## config.mk

```make
export PLATFORM = sky130hd
export DESIGN_NAME = tcp_tx_arbiter
export DESIGN_NICKNAME = d
export VERILOG_FILES = /design/src/rtl/tcp_tx_arb_pkg.sv /design/src/rtl/tcp_tx_arbiter_rr.sv /design/src/rtl/tcp_tx_arbiter.sv
export SDC_FILE = /design/constraint.sdc
export NUM_CORES = 1
export LEC_CHECK = 0
export BUFFER_PORTS_ARGS = -buffer_cell sky130_fd_sc_hd__buf_2
export CORE_ASPECT_RATIO = 1.2
export CORE_MARGIN = 2
export CORE_UTILIZATION = 56
export DETAILED_ROUTE_END_ITERATION = 12
export HOLD_SLACK_MARGIN = 0.15
export PLACE_DENSITY = 0.94
export SLEW_MARGIN = 10
export SYNTH_ARGS = -nofsm -noshare
export SYNTH_HDL_FRONTEND = slang
export SYNTH_HIERARCHICAL = 1
export SYNTH_SLANG_ARGS = --single-unit
```

## constraint.sdc

```tcl
create_clock -name CLK -period 6.7 [get_ports CLK]
set_clock_uncertainty 0.2 [all_clocks]
set_input_delay 0.67 -clock CLK [delete_from_list [all_inputs] [get_ports CLK]]
set_output_delay 0.67 -clock CLK [all_outputs]
set_load 0.02 [all_outputs]
```

## src/rtl/tcp_tx_arb_pkg.sv

```systemverilog
// Shared types and widths for the SiTCP transmit arbiter.
// TCP_TX_ARB_CHKSUM_EN adds the trailing XOR checksum state.
package tcp_tx_arb_pkg;

    localparam int LEN_W = 8;
    localparam int DROP_W = 16;
    localparam logic [3:0] HDR_MAGIC_DEF = 4'hA;

    typedef enum logic [2:0] {
        S_IDLE,
        S_HDR,
        S_LEN,
        S_PAYLOAD
`ifdef TCP_TX_ARB_CHKSUM_EN
        , S_CSUM
`endif
    } state_t;

endpackage

```

## src/rtl/tcp_tx_arbiter_rr.sv

```systemverilog
// Combinational round-robin pick: first requester after ptr, wrapping.
module rr_arbiter #(
    parameter int N = 4,
    parameter int W = $clog2(N)
) (
    input  logic [N-1:0] req,
    input  logic [W-1:0] ptr,
    output logic [N-1:0] grant,
    output logic [W-1:0] id
);

    logic         found;
    logic [W-1:0] cand;

    always_comb begin
        grant = '0;
        id    = '0;
        found = 1'b0;
        cand  = '0;
        for (int k = 1; k <= N; k++) begin
            cand = W'((int'(ptr) + k) % N);
            if (!found && req[cand]) begin
                found       = 1'b1;
                grant[cand] = 1'b1;
                id          = cand;
            end
        end
    end

endmodule

```

## src/rtl/tcp_tx_arbiter.sv

```systemverilog
// Round-robin framer of NUM_SRC producers onto the SiTCP TX FIFO write port.
// Define TCP_TX_ARB_CHKSUM_EN to append an XOR checksum byte to every frame.
module tcp_tx_arbiter
    import tcp_tx_arb_pkg::*;
#(
    parameter int         NUM_SRC   = 4,
    parameter logic [3:0] HDR_MAGIC = HDR_MAGIC_DEF
) (
    input  logic                     CLK,
    input  logic                     RST,
    input  logic [NUM_SRC-1:0]       SRC_REQ,
    input  logic [LEN_W*NUM_SRC-1:0] SRC_LEN,
    input  logic [8*NUM_SRC-1:0]     SRC_DATA,
    output logic [NUM_SRC-1:0]       SRC_ACK,
    output logic [NUM_SRC-1:0]       SRC_GRANT,
    input  logic                     TX_OPEN,
    input  logic                     TX_FULL,
    output logic [7:0]               TX_DATA,
    output logic                     TX_EN,
    output logic                     BUSY,
    output logic [DROP_W-1:0]        DROP_CNT
);

    localparam int ID_W = $clog2(NUM_SRC);

`ifdef TCP_TX_ARB_CHKSUM_EN
    localparam state_t S_TAIL = S_CSUM;
`else
    localparam state_t S_TAIL = S_IDLE;
`endif

    state_t            state;
    logic [ID_W-1:0]   id;
    logic [ID_W-1:0]   rr_ptr;
    logic [ID_W-1:0]   pick_id;
    logic [NUM_SRC-1:0] pick_gnt;
    logic [LEN_W-1:0]  len_q;
    logic [8:0]        len_cnt;
    logic              lost;
    logic              step;
    logic              emit;
    logic              frame_end;
    logic [7:0]        hdr_byte;
    logic [7:0]        out_byte;
`ifdef TCP_TX_ARB_CHKSUM_EN
    logic [7:0]        csum;
`endif

    logic [LEN_W-1:0]  len_arr  [NUM_SRC];
    logic [7:0]        data_arr [NUM_SRC];

    for (genvar i = 0; i < NUM_SRC; i++) begin : g_unpack
        assign len_arr[i]  = SRC_LEN[LEN_W*i +: LEN_W];
        assign data_arr[i] = SRC_DATA[8*i +: 8];
    end

    rr_arbiter #(
        .N (NUM_SRC),
        .W (ID_W)
    ) u_rr (
        .req   (SRC_REQ),
        .ptr   (rr_ptr),
        .grant (pick_gnt),
        .id    (pick_id)
    );

    // A lost connection keeps the FSM draining the source, ignoring FULL.
    assign step     = !TX_FULL || !TX_OPEN;
    assign emit     = !TX_FULL && TX_OPEN;
    assign hdr_byte = {HDR_MAGIC, 4'(id)};
    assign BUSY     = (state != S_IDLE);
    assign SRC_ACK  = (state == S_PAYLOAD && step) ? SRC_GRANT : '0;

    always_comb begin
        out_byte = hdr_byte;
        unique case (state)
            S_LEN:     out_byte = len_q;
            S_PAYLOAD: out_byte = data_arr[id];
`ifdef TCP_TX_ARB_CHKSUM_EN
            S_CSUM:    out_byte = csum;
`endif
            default:   out_byte = hdr_byte;
        endcase
    end

`ifdef TCP_TX_ARB_CHKSUM_EN
    assign frame_end = step && (state == S_CSUM);
`else
    assign frame_end = step &&
        ((state == S_LEN && len_q == '0) ||
         (state == S_PAYLOAD && len_cnt == 9'd1));
`endif

    always_ff @(posedge CLK) begin
        if (RST) begin
            state     <= S_IDLE;
            rr_ptr    <= ID_W'(NUM_SRC - 1);
            id        <= '0;
            len_q     <= '0;
            len_cnt   <= '0;
            lost      <= 1'b0;
            SRC_GRANT <= '0;
            TX_DATA   <= 8'h00;
            TX_EN     <= 1'b0;
            DROP_CNT  <= '0;
`ifdef TCP_TX_ARB_CHKSUM_EN
            csum      <= 8'h00;
`endif
        end else begin
            TX_EN <= 1'b0;
            if (state != S_IDLE && step) begin
                TX_EN <= emit;
                if (emit) TX_DATA <= out_byte;
`ifdef TCP_TX_ARB_CHKSUM_EN
                csum <= (state == S_HDR) ? hdr_byte : (csum ^ out_byte);
`endif
            end
            if (state != S_IDLE && !TX_OPEN) lost <= 1'b1;

            unique case (state)
                S_IDLE: begin
                    lost <= 1'b0;
                    if (TX_OPEN && |SRC_REQ) begin
                        id        <= pick_id;
                        rr_ptr    <= pick_id;
                        len_q     <= len_arr[pick_id];
                        len_cnt   <= {1'b0, len_arr[pick_id]};
                        SRC_GRANT <= pick_gnt;
                        state     <= S_HDR;
                    end
                end
                S_HDR: if (step) state <= S_LEN;
                S_LEN: if (step) begin
                    state <= (len_q == '0) ? S_TAIL : S_PAYLOAD;
                end
                S_PAYLOAD: if (step) begin
                    len_cnt <= len_cnt - 9'd1;
                    if (len_cnt == 9'd1) state <= S_TAIL;
                end
`ifdef TCP_TX_ARB_CHKSUM_EN
                S_CSUM: if (step) state <= S_IDLE;
`endif
                default: state <= S_IDLE;
            endcase

            if (frame_end) begin
                SRC_GRANT <= '0;
                if ((lost || !TX_OPEN) && DROP_CNT != '1)
                    DROP_CNT <= DROP_CNT + DROP_W'(1);
            end
        end
    end

endmodule
```

==> metrics.md <==
| Metric | Value |
|---|---|
| Synth Warn # | 6 |
| Slew Viols, Final | 0 |
| Routed vias/inst | 6.17 |
| Area after DPL | 4000 µm² |
| Worst-path cell chain | inv_1 -> ha_1 -> mux4_2 -> o21ai_1 -> a2bb2oi_1 -> buf_4 -> mux4_2 -> nand2_1 -> o31ai_1 -> a22oi_1 -> nor2_1 |
| CTS resizes | 0 |
| RR Endpoint | len_cnt[5] |
| Syn avg cell area | 8.59 µm² |
| Clk_lat worst skew | 0.32 ns |
| VDD IR max | 0.000225 V |
| Number of core rows | 31 |
| Switching share of total power | 0.441 |
| Synth cell types | 57 |
| Critical Path Max Stage Delay | 0.76 ns |
| Htree depth | 2 |
| GPL Wtd Cong | 0.949 |
| PD cells | 333 nW/µm² |
| I/O Buffers | 105 |
| All-Layer GR Usage | 0.270 |
| Number of global-route vias before repair | 3337 |
| Fin Setup TNS | 0 ns |
| Area of the multi-input gates | 2260 µm² |
| Initial antenna violation count | 0 |
| F_max | 264 MHz |
| Final setup viols | 0 |
| Die width | 76.0 µm |
| Clk sinks | 53 |
| Setup repair after global routing missed its margin | no |
| Initial Utilization | 0.579 |
| Synth Net Count | 488 |
| Reg2reg setup slack | 2.91 ns |
| Gr ovfl total | 0 |
| Die Area | 6860 µm² |
| Tot Pwr | 1360 µW |
| CP Class | flop to flop |
| Drt total wl | 9570 µm |
| Sequential share of the synthesized area | 0.305 |
| Hold crit path type | flop to flop |
| Share of cells above drive strength 1 | 0.314 |
| CP arrival | 3.77 ns |
| Critical path origin | rr_ptr[0] |
| First-pass GRT wire length | 15400 µm |
| DR iter-0 viols | 277 |
| Postcts setup bufs | 0 |
| CP required | 6.68 ns |
| Leakage power | 0.00170 µW |
| Highest-delay cell along the critical path | dfxtp_1 |
| Fill cells | 473 |
| WHS Endpoint | SRC_GRANT[1] |
| Fin nets | 576 |
| Area leader, netlist | dfxtp_1 |
| Largest net degree at the start of global routing | 54 |
| Sequential cell area | 1060 µm² |
| Residual DRC count | 0 |
| Type of destination of the critical path | flop |
| Area Overhead vs Synth | 17.6% |
| Int Power | 763 µW |
| Clock power frac | 0.141 |
| CP Max Fanout | 18 |
| Max Cap Viol | 0 |
| Mapped Area | 3480 µm² |
| Post-route cell area | 4090 µm² |
| Synth Flop Type | dfxtp_1 |
| Largest cells by area after synthesis | dfxtp_1, mux4_2, nand2_1, a21oi_1, ha_1 |
| Post-synth top cells | nand2_1, dfxtp_1, a21oi_1, nor2_1, o21ai_0 |
| Post-Layout Cell Count | 576 |
| Max-slew headroom | 0.363 |
| Via count | 3556 |
| CTS tree | built |
| Diode count | 0 |
| Die height | 90.4 µm |
| HPWL Detailed | 7320 µm |
| Asr flop ratio synth | 0 |
| Cts bufs inserted | 5 |
| Most frequent cell after synthesis | nand2_1 |
| Crit start category | flop |
| Post-synthesis cell count | 405 |
| WL per Instance | 16.6 µm |
| Logic pwr share | 0.516 |
| Worst Min Path Start | SRC_GRANT[1] |
| Net Sw Power | 601 µW |
| Io pins | 106 |
| Hold_ws | 0.289 ns |
| Clk slew on worst S/H paths | 0.11 ns |
| Cells on worst reg2reg path | 11 |
| Period utilisation layout | 0.566 |
| Post-route ant nets | 0 |
| Run status | finished clean |
| Minimum clock period | 3.79 ns |
| Initial DRT Pass Iterations | 5 |
| Clock Tree Buf Depth | 2 |
| Placed instance count | 568 |
| Final hold violation count | 0 |
| Least-Margin Pin Slew | 0.955 ns |
| Post-synth EDFFs | 0 |
| Most Frequent Cell on Critical Path | mux4_2 |
| Hold depth | 2 |
| FF-to-FF Start | rr_ptr[0] |
| Sequential power share | 0.343 |
| Post-CTS Hold Fix Bufs | 0 |
| Post-synth top area share | 0.305 |
| Core footprint | 6010 µm² |
| Synth Register Bits | 53 |
| CTS Root Cell | clkbuf_8 |
-- registers in the layout (all words and copies together) (netlist names) --
register / flops
TX_DATA: 8
len_q: 8
SRC_GRANT: 4
id: 2
TX_EN: 1
rr_ptr: 2
DROP_CNT: 16
len_cnt: 9
state: 2
lost: 1
-- cell families after synthesis --
family / count (synthesis) / share of synthesized area
and+or+nand+nor: 165 / 0.247
AOI/OAI and AO/OA: 107 / 0.204
buffers and inverters: 36 / 0.0464
DFF: 53 / 0.305
muxes: 31 / 0.153
xor gates and xnor gates: 2 / 0.00504
adders and majority gates: 11 / 0.0396
-- final cells by class --
type                       instances  share of cell area
clock inverter                     3             0.00703
sequential                        53               0.259
inverter                          11              0.0101
clock buffer                       5              0.0168
tap                               82              0.0251
timing repair buffer             106               0.130
multi-input combinational        316               0.552
-- through the flow --
step                utilization  worst slack [ns]
floorplan                     -              3.15
global placement          0.665              3.13
detailed placement        0.665              2.97
CTS                       0.681              2.96
global route              0.681              2.72
finish                    0.681              2.91
-- worst max-delay path by stage --
stage	endpoint	slack, ns
2_1_floorplan	len_cnt[6]	3.15
3_3_place_gp	len_cnt[5]	3.13
3_5_place_dp	len_cnt[5]	2.97
4_1_cts	len_cnt[6]	2.96
5_1_grt	len_cnt[6]	2.72
6_report	len_cnt[5]	2.91
-- critical path, delay by kind of cell, from the launching register on --
family	cells	cell delay, ns
adders and majority gates	1	0.45
muxes	2	0.97
AOI/OAI and AO/OA	4	0.67
and+or+nand+nor	2	0.14
buffers and inverters	2	0.45
DFF	1	0.76
-- routing by layer --
layer	share of wire	vias up	GRT usage
met5	0	-	0
met2	0.51	205	0.478
met1	0.38	1653	0.321
li1	-	1670	-
met3	0.077	28	0.0480
met4	0.033	0	0.118
-- power groups by stage --
| stage | Clock [µW] | Sequential [µW] | Combinational [µW] |
|---|---|---|---|
| after floorplan | 0 | 432 | 564 |
| after CTS | 194 | 464 | 690 |
| after global placement | 0 | 466 | 663 |
| final | 193 | 467 | 704 |
| after global routing | 212 | 479 | 764 |
| after detailed placement | 0 | 471 | 687 |
-- cell usage in the layout (no fill, tap or decap), types with 2 or more instances in the layout --
cell,instances
nand2b_1,2
xor2_1,2
or4_4,2
a221o_1,4
or3_1,8
nand3_1,8
nor2b_1,4
buf_2,105
or3_2,2
o21ai_0,23
ha_1,11
o21ai_1,6
nor2_1,34
and3_1,6
a221oi_1,2
o31ai_1,6
inv_1,10
nand4_1,6
mux2_2,8
clkbuf_8,5
mux2i_1,6
o211ai_1,2
and3b_1,2
a211oi_1,6
mux4_2,17
a2bb2oi_1,2
and2_1,4
nor3b_1,4
nor3_1,7
nand2_1,59
a22oi_1,8
or4_1,6
a21oi_1,37
nor4_4,2
dfxtp_1,53
(Power assumes the default switching activity.)
